--- config.mk ---
export PLATFORM = sky130hd
export DESIGN_NAME = hazard_ctrl
export DESIGN_NICKNAME = d
export VERILOG_FILES = /design/src/rtl/hazard_ctrl.sv
export SDC_FILE = /design/constraint.sdc
export NUM_CORES = 1
export LEC_CHECK = 0
export CORE_MARGIN = 2
export CORE_UTILIZATION = 50
export CTS_CLUSTER_DIAMETER = 150
export DETAILED_ROUTE_END_ITERATION = 8
export PLACE_DENSITY_LB_ADDON = 0.1
export SETUP_SLACK_MARGIN = 0.15
export SLEW_MARGIN = 20
export SYNTH_ARGS = -nofsm -noshare
export SYNTH_HDL_FRONTEND = slang
export SYNTH_SLANG_ARGS = --single-unit
--- constraint.sdc ---
create_clock -name clk -period 3 [get_ports clk]
set_input_delay 0.75 -clock clk [delete_from_list [all_inputs] [get_ports clk]]
set_output_delay 0.75 -clock clk [all_outputs]
set_load 0.1 [all_outputs]
--- src/rtl/hazard_ctrl.sv ---
// Pipeline hazard/stall controller: load-use stalls, branch flushes, memory freeze,
// halt drain, plus saturating debug event counters and sticky halt/timeout flags.
module hazard_ctrl #(
    parameter int unsigned DRAIN_CYCLES = 3,
    parameter int unsigned MEM_TIMEOUT  = 8
) (
    input  logic        clk,
    input  logic        reset,
    input  logic        IDEXMemRead,
    input  logic [3:0]  idex_dst,
    input  logic [3:0]  ifid_rs,
    input  logic [3:0]  ifid_rt,
    input  logic        ifid_uses_rs,
    input  logic        ifid_uses_rt,
    input  logic        id_halt,
    input  logic        ex_branch_taken,
    input  logic        mem_stall,
    output logic        wr_PC,
    output logic        wr_IFID,
    output logic        IFIDclear,
    output logic        wr_IDEX,
    output logic        IDEXclear,
    output logic        halted,
    output logic        mem_err,
    output logic [15:0] stall_count,
    output logic [15:0] flush_count
);

    typedef enum logic [1:0] {StRun, StDrain, StHalted} state_e;

    localparam logic [3:0] DrainInit  = 4'(DRAIN_CYCLES - 1);
    localparam logic [7:0] MemTimeout = 8'(MEM_TIMEOUT);

    state_e      state_q, state_d;
    logic [3:0]  drain_q, drain_d;
    logic [7:0]  memw_q, memw_d;
    logic [15:0] stall_count_q, stall_count_d;
    logic [15:0] flush_count_q, flush_count_d;
    logic        halted_q, halted_d;
    logic        mem_err_q, mem_err_d;
    logic        lu;
    logic        timeout;

    assign lu = IDEXMemRead && (idex_dst != 4'd0) &&
                ((ifid_uses_rs && (ifid_rs == idex_dst)) ||
                 (ifid_uses_rt && (ifid_rt == idex_dst)));

    // The stall cycle that brings the wait count up to the limit is the one that trips.
    assign timeout = mem_stall && ((memw_q + 8'd1) == MemTimeout);

    always_comb begin
        wr_PC         = 1'b0;
        wr_IFID       = 1'b0;
        IFIDclear     = 1'b0;
        wr_IDEX       = 1'b0;
        IDEXclear     = 1'b0;
        state_d       = state_q;
        drain_d       = drain_q;
        memw_d        = 8'd0;
        stall_count_d = stall_count_q;
        flush_count_d = flush_count_q;
        halted_d      = halted_q;
        mem_err_d     = mem_err_q;

        if (reset) begin
            IFIDclear = 1'b1;
            IDEXclear = 1'b1;
        end else begin
            unique case (state_q)
                StRun: begin
                    if (mem_stall) begin
                        memw_d = memw_q + 8'd1;
                        if (timeout) begin
                            mem_err_d = 1'b1;
                            halted_d  = 1'b1;
                            state_d   = StHalted;
                        end
                    end else if (ex_branch_taken) begin
                        wr_PC     = 1'b1;
                        IFIDclear = 1'b1;
                        IDEXclear = 1'b1;
                        if (flush_count_q != 16'hFFFF) flush_count_d = flush_count_q + 16'd1;
                    end else if (lu) begin
                        IDEXclear = 1'b1;
                        if (stall_count_q != 16'hFFFF) stall_count_d = stall_count_q + 16'd1;
                    end else if (id_halt) begin
                        IDEXclear = 1'b1;
                        drain_d   = DrainInit;
                        state_d   = StDrain;
                    end else begin
                        wr_PC   = 1'b1;
                        wr_IFID = 1'b1;
                        wr_IDEX = 1'b1;
                    end
                end
                StDrain: begin
                    if (mem_stall) begin
                        memw_d = memw_q + 8'd1;
                        if (timeout) begin
                            mem_err_d = 1'b1;
                            halted_d  = 1'b1;
                            state_d   = StHalted;
                        end
                    end else begin
                        IDEXclear = 1'b1;
                        if (drain_q == 4'd0) begin
                            halted_d = 1'b1;
                            state_d  = StHalted;
                        end else begin
                            drain_d = drain_q - 4'd1;
                        end
                    end
                end
                StHalted: begin
                    IFIDclear = 1'b1;
                    IDEXclear = 1'b1;
                end
                default: begin
                    state_d = StRun;
                end
            endcase
        end
    end

    always_ff @(posedge clk) begin
        if (reset) begin
            state_q       <= StRun;
            drain_q       <= 4'd0;
            memw_q        <= 8'd0;
            stall_count_q <= 16'd0;
            flush_count_q <= 16'd0;
            halted_q      <= 1'b0;
            mem_err_q     <= 1'b0;
        end else begin
            state_q       <= state_d;
            drain_q       <= drain_d;
            memw_q        <= memw_d;
            stall_count_q <= stall_count_d;
            flush_count_q <= flush_count_d;
            halted_q      <= halted_d;
            mem_err_q     <= mem_err_d;
        end
    end

    assign halted      = halted_q;
    assign mem_err     = mem_err_q;
    assign stall_count = stall_count_q;
    assign flush_count = flush_count_q;

endmodule

======== After elaboration in Yosys (flattened, before gate mapping) ========
Index checks and enable logic that the tools add are counted.
storage, ports and cells
  bits in registers ....................... 48
  word-level logic and storage cells ...... 92
operators by class
  muxes and demuxes ....................... 41
  $add $sub $neg .......................... 4
  reductions and logical operators ........ 18
  bitwise gates (word level) .............. 4
  eq/ne operators ......................... 18
operators with widths
  kind                                                                    number
  16-bit by 1-bit adder with 16-bit output (second input constant)        2
  16-bit inequality test (second input constant)                          2
  4-bit two-way mux                                                       6
  1-bit two-way mux                                                       23
  2-bit two-way mux                                                       7
  2-bit inequality test (second input constant)                           7
  3-bit inequality test (second input constant)                           4
  5-bit AND reduction                                                     2
  8-bit by 1-bit adder with 8-bit output (second input constant)          1
  4-bit equality test                                                     2
  8-bit by 4-bit equality test with 1-bit output (second input constant)  1
  4-bit one-hot mux with 2 select lines                                   1
  7-bit AND reduction                                                     1
  2-bit one-hot mux with 3 select lines                                   1
  3-bit AND reduction                                                     2
  1-bit logical AND                                                       5
  4-bit logical NOT                                                       1
  1-bit inverter                                                          4
  1-bit one-hot mux with 2 select lines                                   2
  4-bit AND reduction                                                     1
  4-bit nonzero test                                                      1
  4-bit by 1-bit subtractor with 4-bit output (second input constant)     1
  1-bit one-hot mux with 3 select lines                                   1
  3-bit OR reduction                                                      1
  6 further kinds                                                         6

======== Logic depth before layout (Yosys ltp) ========
Gate-level depths: netlist of the first run.
  word-level depth ........................ 9
  depth in mapped cells ................... 7

======== Least setup slack after synthesis of the first run ========
No wires, ideal clock.
  kind .................................... in2out
  start ................................... in idex_dst[0]
  end ..................................... out IDEXclear
  data required time ...................... 2,250 ps
  arrival ................................. 2,991 ps
  stages on the path ...................... 6
  path slack .............................. -741 ps
  path buffers ............................ 0
  cells stage by stage .................... xor2_1 nor3_2 nand4_1 nand2_1 nor2_1 a31oi_1
between the ends
  word-level cells in the longest chain between the ends .. 9
  elaborated cells between the ends (all ways) .. 13
  classes of those cells .................. 2 x eq/ne; 5 x mux; 6 x reduce/logical
ends and longest elaborated chain
  item                                       line    source
  start: declaration                         10      input logic [3:0] idex_dst,
  4-bit equality test (on tied branches)     45, 46
  1-bit logical AND (on tied branches)       45, 46
  1-bit logical OR                           45      ((ifid_uses_rs && (ifid_rs == idex_dst)) ||
  1-bit logical AND (*)                      44      assign lu = IDEXMemRead && (idex_dst != 4'd0) &&
  1-bit two-way mux (*)                      83      end else if (lu) begin
  1-bit two-way mux (*)                      78      end else if (ex_branch_taken) begin
  1-bit two-way mux (*)                      71      if (mem_stall) begin
  1-bit one-hot mux with 3 select lines (*)  69      unique case (state_q)
  1-bit two-way mux (*)                      65      if (reset) begin
  end: declaration                           22      output logic IDEXclear,
Mark *: on every way between the ends. The rest lies on a longest branch, timed or not.

======== Worst setup path after layout of the first run ========
  start ................................... in idex_dst[0]
  end ..................................... out wr_IFID
between the ends
  word-level cells in the longest chain between the ends .. 9
  elaborated cells between the ends (all ways) .. 13
  classes of those cells .................. 2 x eq/ne; 5 x mux; 6 x reduce/logical
ends and longest elaborated chain
  item                                    line    source
  4-bit equality test (on tied branches)  45, 46
  1-bit logical AND (on tied branches)    45, 46
  1-bit logical OR                        45
  1-bit logical AND (*)                   44
  1-bit two-way mux (*)                   83
  1-bit two-way mux (*)                   78
  1-bit two-way mux (*)                   71
  1-bit two-way mux (*)                   69
  1-bit two-way mux (*)                   65
  end: declaration                        19      output logic wr_IFID,
Marked as above.

==> reports/results.ini, run 1 <==
[pwr]
p_sw_share_pct = 26.5
seqPwrFrac_pct = 53.1
power_leakage_nw = 1.34
p_sw_mw = 0.325
finalPower_mw = 1.22
vdd_ir_drop_max_mv = 0.204
pwr-share-comb_pct = 14.1
p_clk_share_pct = 32.9
p_per_area_mw_per_mm2 = 360
intPower_mw = 0.899

[routing]
vias = 2380
ant_nets = 0
wl_per_cell_um = 12.4
viasPerCell = 5.31
drt-total-wl_um = 5570
dr.pass1.iters = 4
drt-initial-drc-count = 101
drt_drc_violations_left = 0

[timing]
tightest_slew_ns = 0.412
period_needed_ns = 2.87
slew_viol_final = 0
rsz0062_at_grt = true
hold-worst-slack_ns = 0.476
clock_skew_ns = 0.00587
setup_viol = 0
fin_crit_sh_pct = 95.5
slew_headroom_pct = 72.5
finalHoldViolCount = 0
max_freq_mhz = 349
setup_ws_ns = 0.134
finalSetupTns_ns = 0

[clock_tree]
cts_root_buffer = clkbuf_8
hold_buffers = 0
h-tree-depth = 2
cts_sinks = 48
clk_pin_slew_ns = 0.09
numCtsBuffers = 5
cts_tree = built
cts_buffer_depth = 2
clk_latency_ns = 0.29

[worst_hold_path]
hold_depth = 2
hp-class = register to register

[setup_path]
path_max_fanout = 3
crit_arrival_ns = 2.12
cp-start-kind = input port
timing.rr.start = stall_count[4]
crit_end = wr_IFID
r2r_setup_slack_ns = 0.80
rr_worst_depth = 6
rr_endpoint = stall_count[8]
worst_setup_path_end_kind = output port
critPathRequiredTime_ns = 2.25
critPathLaunch = idex_dst[0]
worstSetupPathType = input port to output port

[finish]
final_cell_mix = buf_4 (54), dfxtp_1 (48), nor2_1 (38)
nNetsFinal = 406
layout_commonest_cell = buf_4
multi_input_area_mm2 = 0.00152
final_util_pct = 71.0
nFillCells = 372
register_area_um2 = 961
drive_above_1_share_pct = 23.9
area_growth_pct = 35.8
n_antenna_cell = 0

[flow_run]
cap_violations = 0

[grt]
grt.overflow.total = 0
grt_pass1_vias = 2141
grt_max_degree = 42
grt_pass1_wl_um = 9210
antenna_found_initial = 0
grt_use_total_pct = 20.7

[placement]
place_ws_ns = -0.229
gp_congestion = 0.815
dp_hpwl_um = 3890
port_buffers = 58

[synth]
synth_edf_count = 0
synth_nets = 331
ys_seq_area_share_pct = 38.4
synth-async-reset-ratio_pct = 0
synth_warnings = 0
ys_types = 45
syn_area_mm2 = 0.00250
synth_flop_cell = dfxtp_1
ys_ff_latch = 48
synthCells = 305
avgSynthCellArea_um2 = 8.20

[die]
core_mm2 = 0.00479
io_pins = 59
rows = 25
initial_core_util_pct = 52.3
die_w_um = 74.7
dieArea_mm2 = 0.00559
die_h_um = 74.7

[run_status]
status = completed

## worst min path at each step
stage               start    endpoint
6_report          mem_err     mem_err
3_3_place_gp      mem_err     mem_err
2_1_floorplan   memw_q[0]   memw_q[0]
5_1_grt        drain_q[3]  drain_q[3]
3_5_place_dp      mem_err     mem_err
4_1_cts           mem_err     mem_err
## critical path: stages
cell     delay [ns]
buf_6          0.10
o41a_1         0.43
nand4_1        0.16
nand2_2        0.11
nor2_4         0.14
and3_4         0.24
buf_12         0.18
## stage by stage
| step | std cells | cell area, µm² |
|---|---|---|
| floorplan | 305 | 2530 |
| global placement | 430 | 3190 |
| detailed placement | 430 | 3190 |
| CTS | 447 | 3340 |
| global route | 448 | 3400 |
| finish | 448 | 3400 |
## per-layer routing
metal  vias up  wire, µm  global-route usage (%)
met2        33      2840                    37.2
met3         4       139                    3.88
met4         0        27                    5.16
li1       1226         -                       -
met5         -         0                       0
met1      1117      2560                    25.4
## synth_stat cells (4+ instances only)
master	instances	area share, %
nor2b_1	5	1.3
ha_1	6	3.0
and3_1	7	1.7
nand3_1	12	2.4
and4_1	4	1.4
nand2b_1	5	1.3
clkbuf_1	8	1.2
xor2_1	15	5.3
inv_1	10	1.5
o21ai_0	18	3.6
a21oi_1	17	3.4
nand4_1	14	3.5
nand2_1	20	3.0
nor2_1	40	6.0
xnor2_1	11	3.8
dfxtp_1	48	38
nor3_1	8	1.6
or3_1	13	3.3
## power by group through the flow
stage	Combinational (mW)	Sequential, mW	Clock (mW)
3_5_place_dp	0.165	0.664	0
4_1_cts	0.165	0.649	0.419
3_3_place_gp	0.163	0.664	0
2_1_floorplan	0.0822	0.680	0
5_1_grt	0.182	0.651	0.443
6_report	0.172	0.649	0.402
## state kept, by name, indices dropped and copies added (netlist names)
| register | count |
|---|---|
| flush_count | 16 |
| stall_count | 16 |
| memw_q | 8 |
| drain_q | 4 |
| state_q | 2 |
| halted | 1 |
| mem_err | 1 |
## cell type report
| class | count | area share [%] |
|---|---|---|
| Clock buffer | 6 | 2.43 |
| Sequential cell | 48 | 28.3 |
| Tap cell | 67 | 2.47 |
| Clock inverter | 2 | 0.442 |
| Timing Repair Buffer | 79 | 20.5 |
| Multi-Input combinational cell | 236 | 44.7 |
| Inverter | 10 | 1.10 |
## what timing repair did
action,CTS,global route
setup buffers,9,1
hold endpoints to repair,0,0
setup endpoints to repair,5,10
pin swaps,11,6
gates resized for setup,23,12
## cells by family after synthesis
family                     Yosys count  share of synthesized area [%]
and+or+nand+nor                    146                           31.0
AOI/OAI and AO/OA                   52                           12.3
DFF                                 48                           38.4
xor gates and xnor gates            26                           9.10
buffers and inverters               21                           3.60
muxes                                6                           2.55
adders and majority gates            6                           3.00
(Power assumes the default switching activity.)
==> run 2, diff against run 1 <==
Settings changed: CORE_MARGIN 2 to default.
==> reports/results.ini, run 2 (synthesized netlist as in run 1, its figures left out) <==
[finish]
final_cells = 456  ; +1.8%
final_util_pct = 73.6  ; +2.5 points
n_antenna_cell = 0  ; unchanged
nNetsFinal = 414  ; +2.0%
drive_above_1_share_pct = 27.5  ; +3.6 points
layout_commonest_cell = buf_4
register_area_um2 = 961  ; unchanged
multi_input_area_mm2 = 0.00157  ; +3.1%
nFillCells = 376  ; +1.1%
final_cell_mix = buf_4 (60), dfxtp_1 (48), nor2_1 (38)
area_growth_pct = 39.7

[clock_tree]
h-tree-depth = 2  ; unchanged
cts_tree = built
hold_buffers = 0  ; unchanged
clk_latency_ns = 0.30  ; about the same
clk_pin_slew_ns = 0.09  ; about the same
numCtsBuffers = 5  ; unchanged
cts_buffer_depth = 2  ; unchanged
cts_root_buffer = clkbuf_8
cts_sinks = 48  ; unchanged

[placement]
gp_congestion = 0.803  ; -1.4%
dp_cells = 431  ; +0.23%
place_ws_ns = -0.238  ; -0.00873 ns
port_buffers = 58  ; unchanged
dp_hpwl_um = 3900  ; +0.21%

[grt]
grt_use_total_pct = 22.9  ; +2.3 points
met2_usage_pct = 38.3  ; +1.1 points
grt_max_degree = 42  ; unchanged
grt.overflow.total = 0  ; unchanged
busiest_layer = met2
grt_pass1_wl_um = 9610  ; +4.3%
grt_pass1_vias = 2201  ; +2.8%
antenna_found_initial = 0  ; unchanged
met3_usage_pct = 4.14  ; +0.26 points
grtUsageMet1_pct = 29.4  ; +4.0 points

[run_status]
status = completed

[timing]
rsz0062_at_grt = true
finalHoldViolCount = 0  ; unchanged
hold-worst-slack_ns = 0.490  ; +0.0142 ns
finalSetupTns_ns = 0  ; unchanged
fin_crit_sh_pct = 94.7  ; -0.80 points
setup_ws_ns = 0.158  ; +0.0240 ns
slew_headroom_pct = 72.6  ; +0.077 points
max_freq_mhz = 352  ; +0.84%
slew_viol_final = 0  ; unchanged
tightest_slew_ns = 0.411  ; -0.00116 ns
period_needed_ns = 2.84  ; -0.0240 ns
clock_skew_ns = 0.00630  ; +0.000425 ns
setup_viol = 0  ; unchanged

[setup_path]
worstSetupPathType = input port to register
crit_chain = clkdlybuf4s15_1, xor2_1, nor3_2, nand4_1, buf_4, buf_4, buf_4, buf_4, a211o_4, nor4_2, mux2_2
crit_arrival_ns = 3.03  ; +0.91 ns
worst_setup_path_end_kind = register
cp_common_cell = buf_4
cp_top_family = buffers and inverters
cp-start-kind = input port
critPathSlowestCell = a211o_4
path_max_fanout = 5  ; +2
critPathRequiredTime_ns = 3.19  ; +0.94 ns
slowest_delay_ns = 0.38  ; -0.05 ns
path_buf_inv = 5  ; +3

[flow_run]
cap_violations = 0  ; unchanged

[die]
rows = 25  ; unchanged
die_w_um = 72.7  ; -2.7%
die_h_um = 72.7  ; -2.7%
dieArea_mm2 = 0.00529  ; -5.3%
core_mm2 = 0.00475  ; -0.65%
io_pins = 59  ; unchanged
initial_core_util_pct = 52.6  ; +0.34 points

[routing]
viasPerCell = 5.40  ; +1.7%
drt-initial-drc-count = 137  ; +36%
dr.pass1.iters = 4  ; unchanged
drt-total-wl_um = 6130  ; +10%
vias = 2463  ; +3.5%
ant_nets = 0  ; unchanged
drt_drc_violations_left = 0  ; unchanged
wl_per_cell_um = 13.4  ; +8.2%

[worst_hold_path]
hp-class = register to register

[pwr]
power_leakage_nw = 1.37  ; +1.7%
vdd_ir_drop_max_mv = 0.220  ; +7.9%
p_per_area_mw_per_mm2 = 353  ; -2.0%

-- run 2: repair_timing --
item | in CTS | in global routing
endpoints found under the setup margin | 4 | 22
gates cloned | 0 | 1
setup buffers | 12 | 4
resized for setup | 30 | 26
pin swaps | 11 | 13
-- run 2: worst paths after layout --
path	from	end	slack, ns	cells after the start
max	ifid_rs[2]	stall_count[14]	0.16	11
max reg2reg	stall_count[5]	stall_count[0]	0.87	6
min reg2reg	memw_q[0]	memw_q[0]	0.49	1
min	memw_q[0]	memw_q[0]	0.49	1
-- run 2: layout make-up --
cell class	instances	share of cell area (%)
clock buffers	7	2.47
clock inverters	1	0.215
inverters	10	1.07
multi-input cells	237	44.8
flip-flops and latches	48	27.5
well taps	67	2.40
repair buffers	86	21.5
-- run 2: routing by layer --
layer  vias up  wire [µm]
met5         -          0
met3        14        192
met4         0        138
met2        52       2950
met1      1151       2850
li1       1246          -
-- run 2: metrics by stage --
| stage | total power [mW] | cell area [µm²] |
|---|---|---|
| final | 1.23 | 3500 |
| after global routing | 1.28 | 3500 |
| after CTS | 1.23 | 3380 |
| after detailed placement | 0.829 | 3190 |
| after global placement | 0.827 | 3190 |
| after floorplan | 0.762 | 2530 |
-- run 2: where the power goes --
group	switching (mW)	internal [mW]	leakage, nW
sequential	0.00703	0.642	0.387
clock	0.213	0.188	0.0445
combinational	0.109	0.0747	0.934
total	0.329	0.905	1.37
==> run 3, diff against run 2 <==
Settings changed: CORE_ASPECT_RATIO from default to 0.7.
==> reports/results.ini, run 3 (synthesized netlist as in run 1, its figures left out) <==
[run_status]
status = finished, violations left
violations = DRC

[pwr]
vdd_ir_drop_max_mv = 0.253  ; +15%
power_leakage_nw = 1.32  ; -3.7%
p_clk_share_pct = 33.6  ; +1.1 points
p_sw_share_pct = 27.2  ; +0.53 points
pwr-share-comb_pct = 14.0  ; -0.9 points
p_per_area_mw_per_mm2 = 366  ; +3.8%
intPower_mw = 0.902  ; -0.30%
seqPwrFrac_pct = 52.4  ; -0.2 points
finalPower_mw = 1.24  ; +0.43%
p_sw_mw = 0.337  ; +2.4%

[timing]
fin_crit_sh_pct = 95.1  ; +0.33 points
hold-worst-slack_ns = 0.492  ; +0.00186 ns
setup_viol = 0  ; unchanged
period_needed_ns = 2.85  ; +0.00995 ns
rsz0062_at_grt = true
max_freq_mhz = 351  ; -0.35%
finalSetupTns_ns = 0  ; unchanged
slew_headroom_pct = 71.1  ; -1.5 points
setup_ws_ns = 0.148  ; -0.00995 ns
slew_viol_final = 0  ; unchanged
finalHoldViolCount = 0  ; unchanged
clock_skew_ns = 0.00845  ; +0.00215 ns
tightest_slew_ns = 0.433  ; +0.0221 ns

[die]
initial_core_util_pct = 52.3  ; -0.30 points
dieArea_mm2 = 0.00530  ; about the same
io_pins = 59  ; unchanged
core_mm2 = 0.00478  ; +0.58%
die_h_um = 61.2  ; -16%
rows = 21  ; -16%
die_w_um = 86.6  ; +19%

[clock_tree]
cts_tree = built
clk_latency_ns = 0.31  ; about the same
numCtsBuffers = 5  ; unchanged
hold_buffers = 0  ; unchanged
cts_sinks = 48  ; unchanged
cts_root_buffer = clkbuf_8
h-tree-depth = 2  ; unchanged
clk_pin_slew_ns = 0.09  ; about the same
cts_buffer_depth = 2  ; unchanged

[setup_path]
worstSetupPathType = input port to output port
critPathRequiredTime_ns = 2.25  ; -0.94 ns
crit_arrival_ns = 2.10  ; -0.93 ns
timing.rr.start = stall_count[4]
critPathLaunch = idex_dst[0]
worst_setup_path_end_kind = output port
path_max_fanout = 3  ; -2
cp-start-kind = input port

[grt]
grt_pass1_wl_um = 9800  ; +1.9%
grt_pass1_vias = 2082  ; -5.4%
antenna_found_initial = 0  ; unchanged
grt.overflow.total = 0  ; unchanged
grt_max_degree = 43  ; +2.4%
grt_use_total_pct = 24.0  ; +1.0 points

[finish]
n_antenna_cell = 0  ; unchanged
layout_commonest_cell = buf_4
nNetsFinal = 405  ; -2.2%
area_growth_pct = 35.1
drive_above_1_share_pct = 23.7  ; -3.8 points
final_cell_mix = buf_4 (54), dfxtp_1 (48), nor2_1 (38)
final_cells = 449  ; -1.5%

[placement]
gp_congestion = 0.743  ; -7.5%
port_buffers = 58  ; unchanged
place_ws_ns = -0.255  ; -0.0172 ns
dp_hpwl_um = 4240  ; +8.6%
dp_cells = 432  ; +0.23%

[worst_hold_path]
hp-class = register to register
min_from = memw_q[0]

[routing]
dr.pass1.iters = 6  ; +2
viasPerCell = 5.39  ; -0.30%
vias = 2418  ; -1.8%
ant_nets = 0  ; unchanged
drt-total-wl_um = 6100  ; -0.54%
drt_drc_violations_left = 2  ; +2
drt-initial-drc-count = 183  ; +34%
wl_per_cell_um = 13.6  ; +1.0%

[flow_run]
cap_violations = 0  ; unchanged

## run 3: final timing paths
| kind | end | slack, ns | cells after the start |
|---|---|---|---|
| worst max-delay path | wr_IDEX | 0.15 | 7 |
| worst min-delay path | memw_q[0] | 0.49 | 1 |
| worst max register to register | stall_count[8] | 0.73 | 6 |
| worst min register to register | memw_q[0] | 0.49 | 1 |
## run 3: cell type report
cell class | count | area, µm²
clock inverter | 2 | 13.8
multi-input combinational | 236 | 1510
inverter | 10 | 37.5
fill | 387 | 1400
clock buffer | 6 | 82.6
tap | 69 | 86.3
sequential | 48 | 961
timing repair buffer | 78 | 693
## run 3: stage by stage
stage	area, µm²	util [%]
CTS	3330	69.7
detailed placement	3180	66.6
floorplan	2530	-
global placement	3180	66.6
global route	3380	70.7
finish	3380	70.7
## run 3: critical path, cell delays in order
cell	delay, ns
buf_8	0.10
o41a_1	0.44
nand4_1	0.16
nand2_2	0.10
nor2_4	0.14
and3_4	0.24
buf_12	0.17
## run 3: repair_timing
action                     4_1_cts  5_1_grt
pin swaps                       10        7
gates resized for setup         26       14
setup buffers                    9        0
setup endpoints to repair        5       11
## run 3: power by group through the flow
stage	logic, mW	registers [mW]	clock network [mW]
final	0.174	0.650	0.416
after global routing	0.184	0.651	0.459
after CTS	0.167	0.650	0.423
after detailed placement	0.166	0.665	0
after global placement	0.164	0.664	0
after floorplan	0.0822	0.680	0
## run 3: routing by layer
metal | vias up | GRT usage, % | share of wire [%]
li1 | 1231 | - | -
met1 | 1125 | 33.6 | 50
met2 | 58 | 38.3 | 46
met3 | 4 | 4.29 | 3.7
met4 | 0 | 7.38 | 0.79
met5 | - | 0 | 0
==> variant 1, RTL diff (settings of run 3) <==
`MEM_TIMEOUT`: 8 -> 6.
--- a/src/rtl/hazard_ctrl.sv
+++ b/src/rtl/hazard_ctrl.sv
@@ -3,5 +3,5 @@
 module hazard_ctrl #(
     parameter int unsigned DRAIN_CYCLES = 3,
-    parameter int unsigned MEM_TIMEOUT  = 8
+    parameter int unsigned MEM_TIMEOUT  = 6
 ) (
     input  logic        clk,
Behaviour: not the same (a bounded check fails within 10 cycles, from zero or initial values and one cycle with reset high).
==> variant 1 against run 3 <==
  * The flow finishes with violations (setup timing)
  * First-iteration DRC count fell by 20%
  * Global-route usage fell by 2.1 points
  * Synthesized area rose by 3.7%
  * Sequential cell count did not move
  * Setup slack got worse by 0.18 ns
  * Power fell by 0.38%
  * Final area rose by 2.6%
  * Sequential power barely moved
  * Routed wire length barely moved
  * Largest cell class unchanged
  * Highest routed layer unchanged
==> variant 1: results (changes against run 3) <==
stage;metric;value;unit;change
status;status;complete, but fails checks;;
status;failing checks;setup timing;;
power;Net Sw Frac;28.22;%;+1.0 points
place;Place WS;-0.4411;ns;-0.1857 ns
final_layout;CLK BUF;5;;-1
synthesis;Cells after Synth;317;;+3.9%
final_layout;Non-clk invs;11;;+1
global_route;first-pass GRT wire length;9453;um;-3.5%
critical_path;R2R setup slack;0.90;ns;+0.17 ns
detailed_routing;met1 wire length;2910;um;-4.0%
hold_path;Hold Crit Endpoint;mem_err$_SDFFE_PP0P_;;
power;Peak VDD IR;0.0001775;V;-30%
detailed_routing;First-pass DRT Iterations;5;;-1
final_layout;# nets final;416;;+2.7%
sta;Post-Route Setup TNS;-0.05715;ns;-0.05715 ns
final_layout;Final Non-Filler Cells;460;;+2.4%
detailed_routing;routed wl met3;448;um;+97%
final_layout;Clock buf/inv share;2.524;%;-0.32 points
critical_path;Worst R2R End;flush_count[14]$_SDFFE_PP0P_;;
power;Clock group;0.000389;W;-6.5%
global_route;largest net degree at the start of global routing;38;;-12%
place;Post-DP HPWL;4391;um;+3.6%
synthesis;sequential area share after synthesis;37.05;%;-1.4 points
final_layout;Layout fillers;412;;+6.5%
detailed_routing;DR WL met2;2658;um;-4.8%
clock_network;CTS resizes;42;;+62%
detailed_routing;WL/cell;13.25;um;-2.4%
global_route;GR met3 Demand/Resource;6.383;%;+2.1 points
global_route;Global Route Usage Sum;21.87;%;-2.1 points
synthesis;Post-Syn Nets;343;;+3.6%
synthesis;Commonest cells post-synth;48 x dfxtp_1, 43 x nor2_1, 22 x nand2_1;;
synthesis;synthesized area;2594;um^2;+3.7%
final_layout;layout cells sized above 1;25.83;%;+2.1 points
global_route;GR Layer Usage met2;33.91;%;-4.4 points
synthesis;Yosys cell types;48;;+6.7%
final_layout;Seq/total area;27.70;%;-0.72 points
power;sequential cell power;0.000651;W;about the same
detailed_routing;DR iter-0 viols;146;;-20%
hold_path;hold_sp;mem_err$_SDFFE_PP0P_;;
sta;final worst slack;-0.02869;ns;-0.1769 ns
sta;Finish-stage setup viols;2;;+2
hold_path;hold path cells;2;;+1
synthesis;Area contributors post-synth;dfxtp_1 37%, nor2_1 6.2%, xor2_1 6.1%;;
global_route;met1 usage;29.01;%;-4.6 points
sta;Max-slew headroom;70.63;%;-0.51 points
detailed_routing;Via density;5.439;;+1.0%
final_layout;Buffers, non-clock;82;;+5.1%
final_layout;comb_multi_in;242;;+2.5%
critical_path;worst r2r src;state_q[1]$_SDFFE_PP0P_;;
==> variant 1: changes by cell type after synthesis, moves of 4 or more <==
cell / delta
and3_1: +5
nand2b_1: -5
nor2b_1: +4
nor4_1: +5
o21ai_0: -6
or3_1: -10
or4_1: +5
==> variant 1: cell families (layout without fill, tap and decap cells) <==
| kind of cell | Yosys count | count (layout) | share of synthesized area (%) |
|---|---|---|---|
| AOI/OAI and AO/OA | 46 | 46 | 11.72 |
| xor gates and xnor gates | 30 | 30 | 10.13 |
| adders and majority gates | 6 | 6 | 2.894 |
| buffers and inverters | 27 | 101 | 4.631 |
| DFF | 48 | 48 | 37.05 |
| muxes | 5 | 5 | 2.074 |
| and+or+nand+nor | 155 | 155 | 31.50 |
==> variant 1: per-stage QoR <==
step | total power (W) | hold slack [ns]
floorplan | 0.0007726 | 0.4295
global placement | 0.0008480 | 0.4480
detailed placement | 0.0008513 | 0.4645
CTS | 0.001243 | 0.4816
global route | 0.001290 | 0.5041
finish | 0.001234 | 0.4818
==> variant 2, RTL diff (settings of run 3) <==
Without the edit above. The 3 states of `state_e` get a one-hot encoding in 3 bits.
--- a/src/rtl/hazard_ctrl.sv
+++ b/src/rtl/hazard_ctrl.sv
@@ -27,5 +27,5 @@
 );
 
-    typedef enum logic [1:0] {StRun, StDrain, StHalted} state_e;
+    typedef enum logic [2:0] {StRun = 3'b001, StDrain = 3'b010, StHalted = 3'b100} state_e;
 
     localparam logic [3:0] DrainInit  = 4'(DRAIN_CYCLES - 1);
Formal check against the unedited RTL: no difference found for any inputs over 4 cycles, from zero or initial values and one cycle with reset high; so few cycles prove little.
==> variant 2 against run 3 <==
  * Setup slack worse by 0.13 ns
  * Final area grew 5.2%
  * Power rose by 15%
  * Synthesized area rose by 5.1%
  * Routed wire length up 8.8%
  * Synthesized cell count rose by 3.0%
  * Sequential share of layout area is 0.85 points lower
  * Via count increased by 8.7%
  * First-iteration DRC count is 5.5% higher
  * Fmax down 4.3%
  * Sequential cell count increased by 1
==> variant 2: results (changes against run 3) <==
stage;metric;value;unit;change
synthesis;Compound-Gate Fraction of Synth Area;14.51;%;+2.2 points
final_layout;layout cells sized above 1;26.08;%;+2.4 points
synthesis;Area contributors post-synth;dfxtp_1 37%, xor2_1 8.0%, nor2_1 5.7%;;
global_route;first-pass GRT wire length;10650;um;+8.7%
synthesis;Commonest cells post-synth;49 x dfxtp_1, 40 x nor2_1, 24 x xor2_1;;
clock_network;clk_lat worst skew;0.30;ns;
place;Placed Cells;445;;+3.0%
clock_network;Clock transition at path regs;0.09;ns;about the same
detailed_routing;Via density;5.664;;+5.2%
synthesis;Synth Area in Adders;2.854;%;-0.15 points
place;Post-DP HPWL;4559;um;+7.6%
detailed_routing;WL/cell;14.30;um;+5.3%
synthesis;Mean Syn Cell Area;8.376;um^2;+2.1%
final_layout;ANT cells;0;;unchanged
global_route;largest net degree at the start of global routing;44;;+2.3%
clock_network;CTS root buf;clkbuf_8;;
critical_path;Req. time, crit path;2.25;ns;about the same
synthesis;Synth Area in XOR/XNOR;9.990;%;+0.89 points
place;Port Buffers;58;;unchanged
sta;Post-Route Skew;0.006825;ns;-0.001624 ns
synthesis;mux contribution to synthesized area;1.618;%;-0.93 points
detailed_routing;First-pass DRT Iterations;4;;-2
detailed_routing;DR WL met2;2837;um;+1.6%
critical_path;crit-path max FO;4;;+1
synthesis;sequential area share after synthesis;37.30;%;-1.1 points
power;P_leak;1.415;nW;+7.5%
synthesis;Post-Syn Nets;340;;+2.7%
status;status;complete, no violations;;
synthesis;synth warn;0;;unchanged
detailed_routing;met1 wire length;3192;um;+5.3%
global_route;vias in the first global route;2341;;+12%
sta;Tightest Pin Transition;0.5970;ns;+0.1641 ns
detailed_routing;Post-Route WL;6636;um;+8.8%
detailed_routing;Final ANT Viol Nets;0;;unchanged
detailed_routing;DR iter-0 viols;193;;+5.5%
detailed_routing;routed wl met3;532;um;+130%
detailed_routing;Highest Signal Layer;met4;;
clock_network;Max H-tree Level;2;;unchanged
power;Peak VDD IR;0.0002867;V;+13%
synthesis;Yosys cell types;52;;+16%
global_route;Global Route Usage Sum;24.12;%;+0.14 points
final_layout;# nets final;421;;+4.0%
place;routability cong.;0.8214;;+11%
hold_path;hold crit path type;reg2reg;;
synthesis;share of synthesized registers carrying an async set or reset;0;%;unchanged
==> variant 2: layout make-up <==
type                       instances  area [um^2]
clock buffer                       5        68.82
clock inverter                     2        38.79
fill                             390         1355
inverter                          12        45.04
multi-input combinational        241         1598
sequential                        49        980.9
tap                               69        86.33
timing repair buffer              86        740.7
==> variant 2: path summary, 6_finish.rpt <==
path                               startpoint                          end  slack [ns]  cells after the start
hold / removal           mem_err$_SDFFE_PP0P_         mem_err$_SDFFE_PP0P_        0.48                      2
hold reg to reg          mem_err$_SDFFE_PP0P_         mem_err$_SDFFE_PP0P_        0.48                      2
setup reg to reg  stall_count[6]$_SDFFE_PP0P_  stall_count[5]$_SDFFE_PP0P_        0.90                      7
setup / recovery                  idex_dst[2]                      wr_IDEX        0.02                      7
==> variant 2: power by group <==
part           switching, W  total (W)  leakage (nW)  internal [W]
Clock              0.000229   0.000476        0.0546      0.000247
Sequential        0.0000177   0.000679         0.396      0.000661
Combinational      0.000154   0.000265         0.964      0.000110
Total              0.000401    0.00142          1.41       0.00102
==> variant 2: per-layer routing <==
metal	vias up	global-route usage (%)
met5	-	0
met4	0	6.250
met3	10	5.416
met2	94	37.40
met1	1236	33.69
li1	1288	-
==> variant 2: per-stage QoR <==
step	hold slack (ns)	area [um^2]	utilization, %	setup WS [ns]	TNS, ns
floorplan	0.4681	2669	-	0.1084	0
global placement	0.4571	3344	68.07	-0.2648	-0.8086
detailed placement	0.4689	3344	68.07	-0.3422	-1.182
CTS	0.4938	3516	71.56	-0.02883	-0.02883
global route	0.5394	3558	72.42	-0.07389	-0.2111
finish	0.4836	3558	72.42	0.02049	0
==> variant 2: logic make-up (layout without fill, tap and decap cells) <==
group                    count (synthesis)  count (layout)
AND/OR/NAND/NOR                        142             142
AO/OA/AOI/OAI                           59              59
flip-flops                              49              49
XOR/XNOR                                30              30
buffers and inverters                   24             105
adder cells (fa/ha/maj)                  6               6
multiplexers                             4               4
==> variant 2: critical path, stage by stage <==
cell and delay, ns:
buf_8 0.10, o41a_1 0.47, nand4_1 0.18, nand2_2 0.10
nor2_1 0.19, and3_4 0.26, buf_12 0.18
==> variant 2: repair_timing <==
action,CTS,global route
gates resized for setup,29,17
setup buffers,10,2
pin swaps,8,13
setup endpoints to repair,4,19
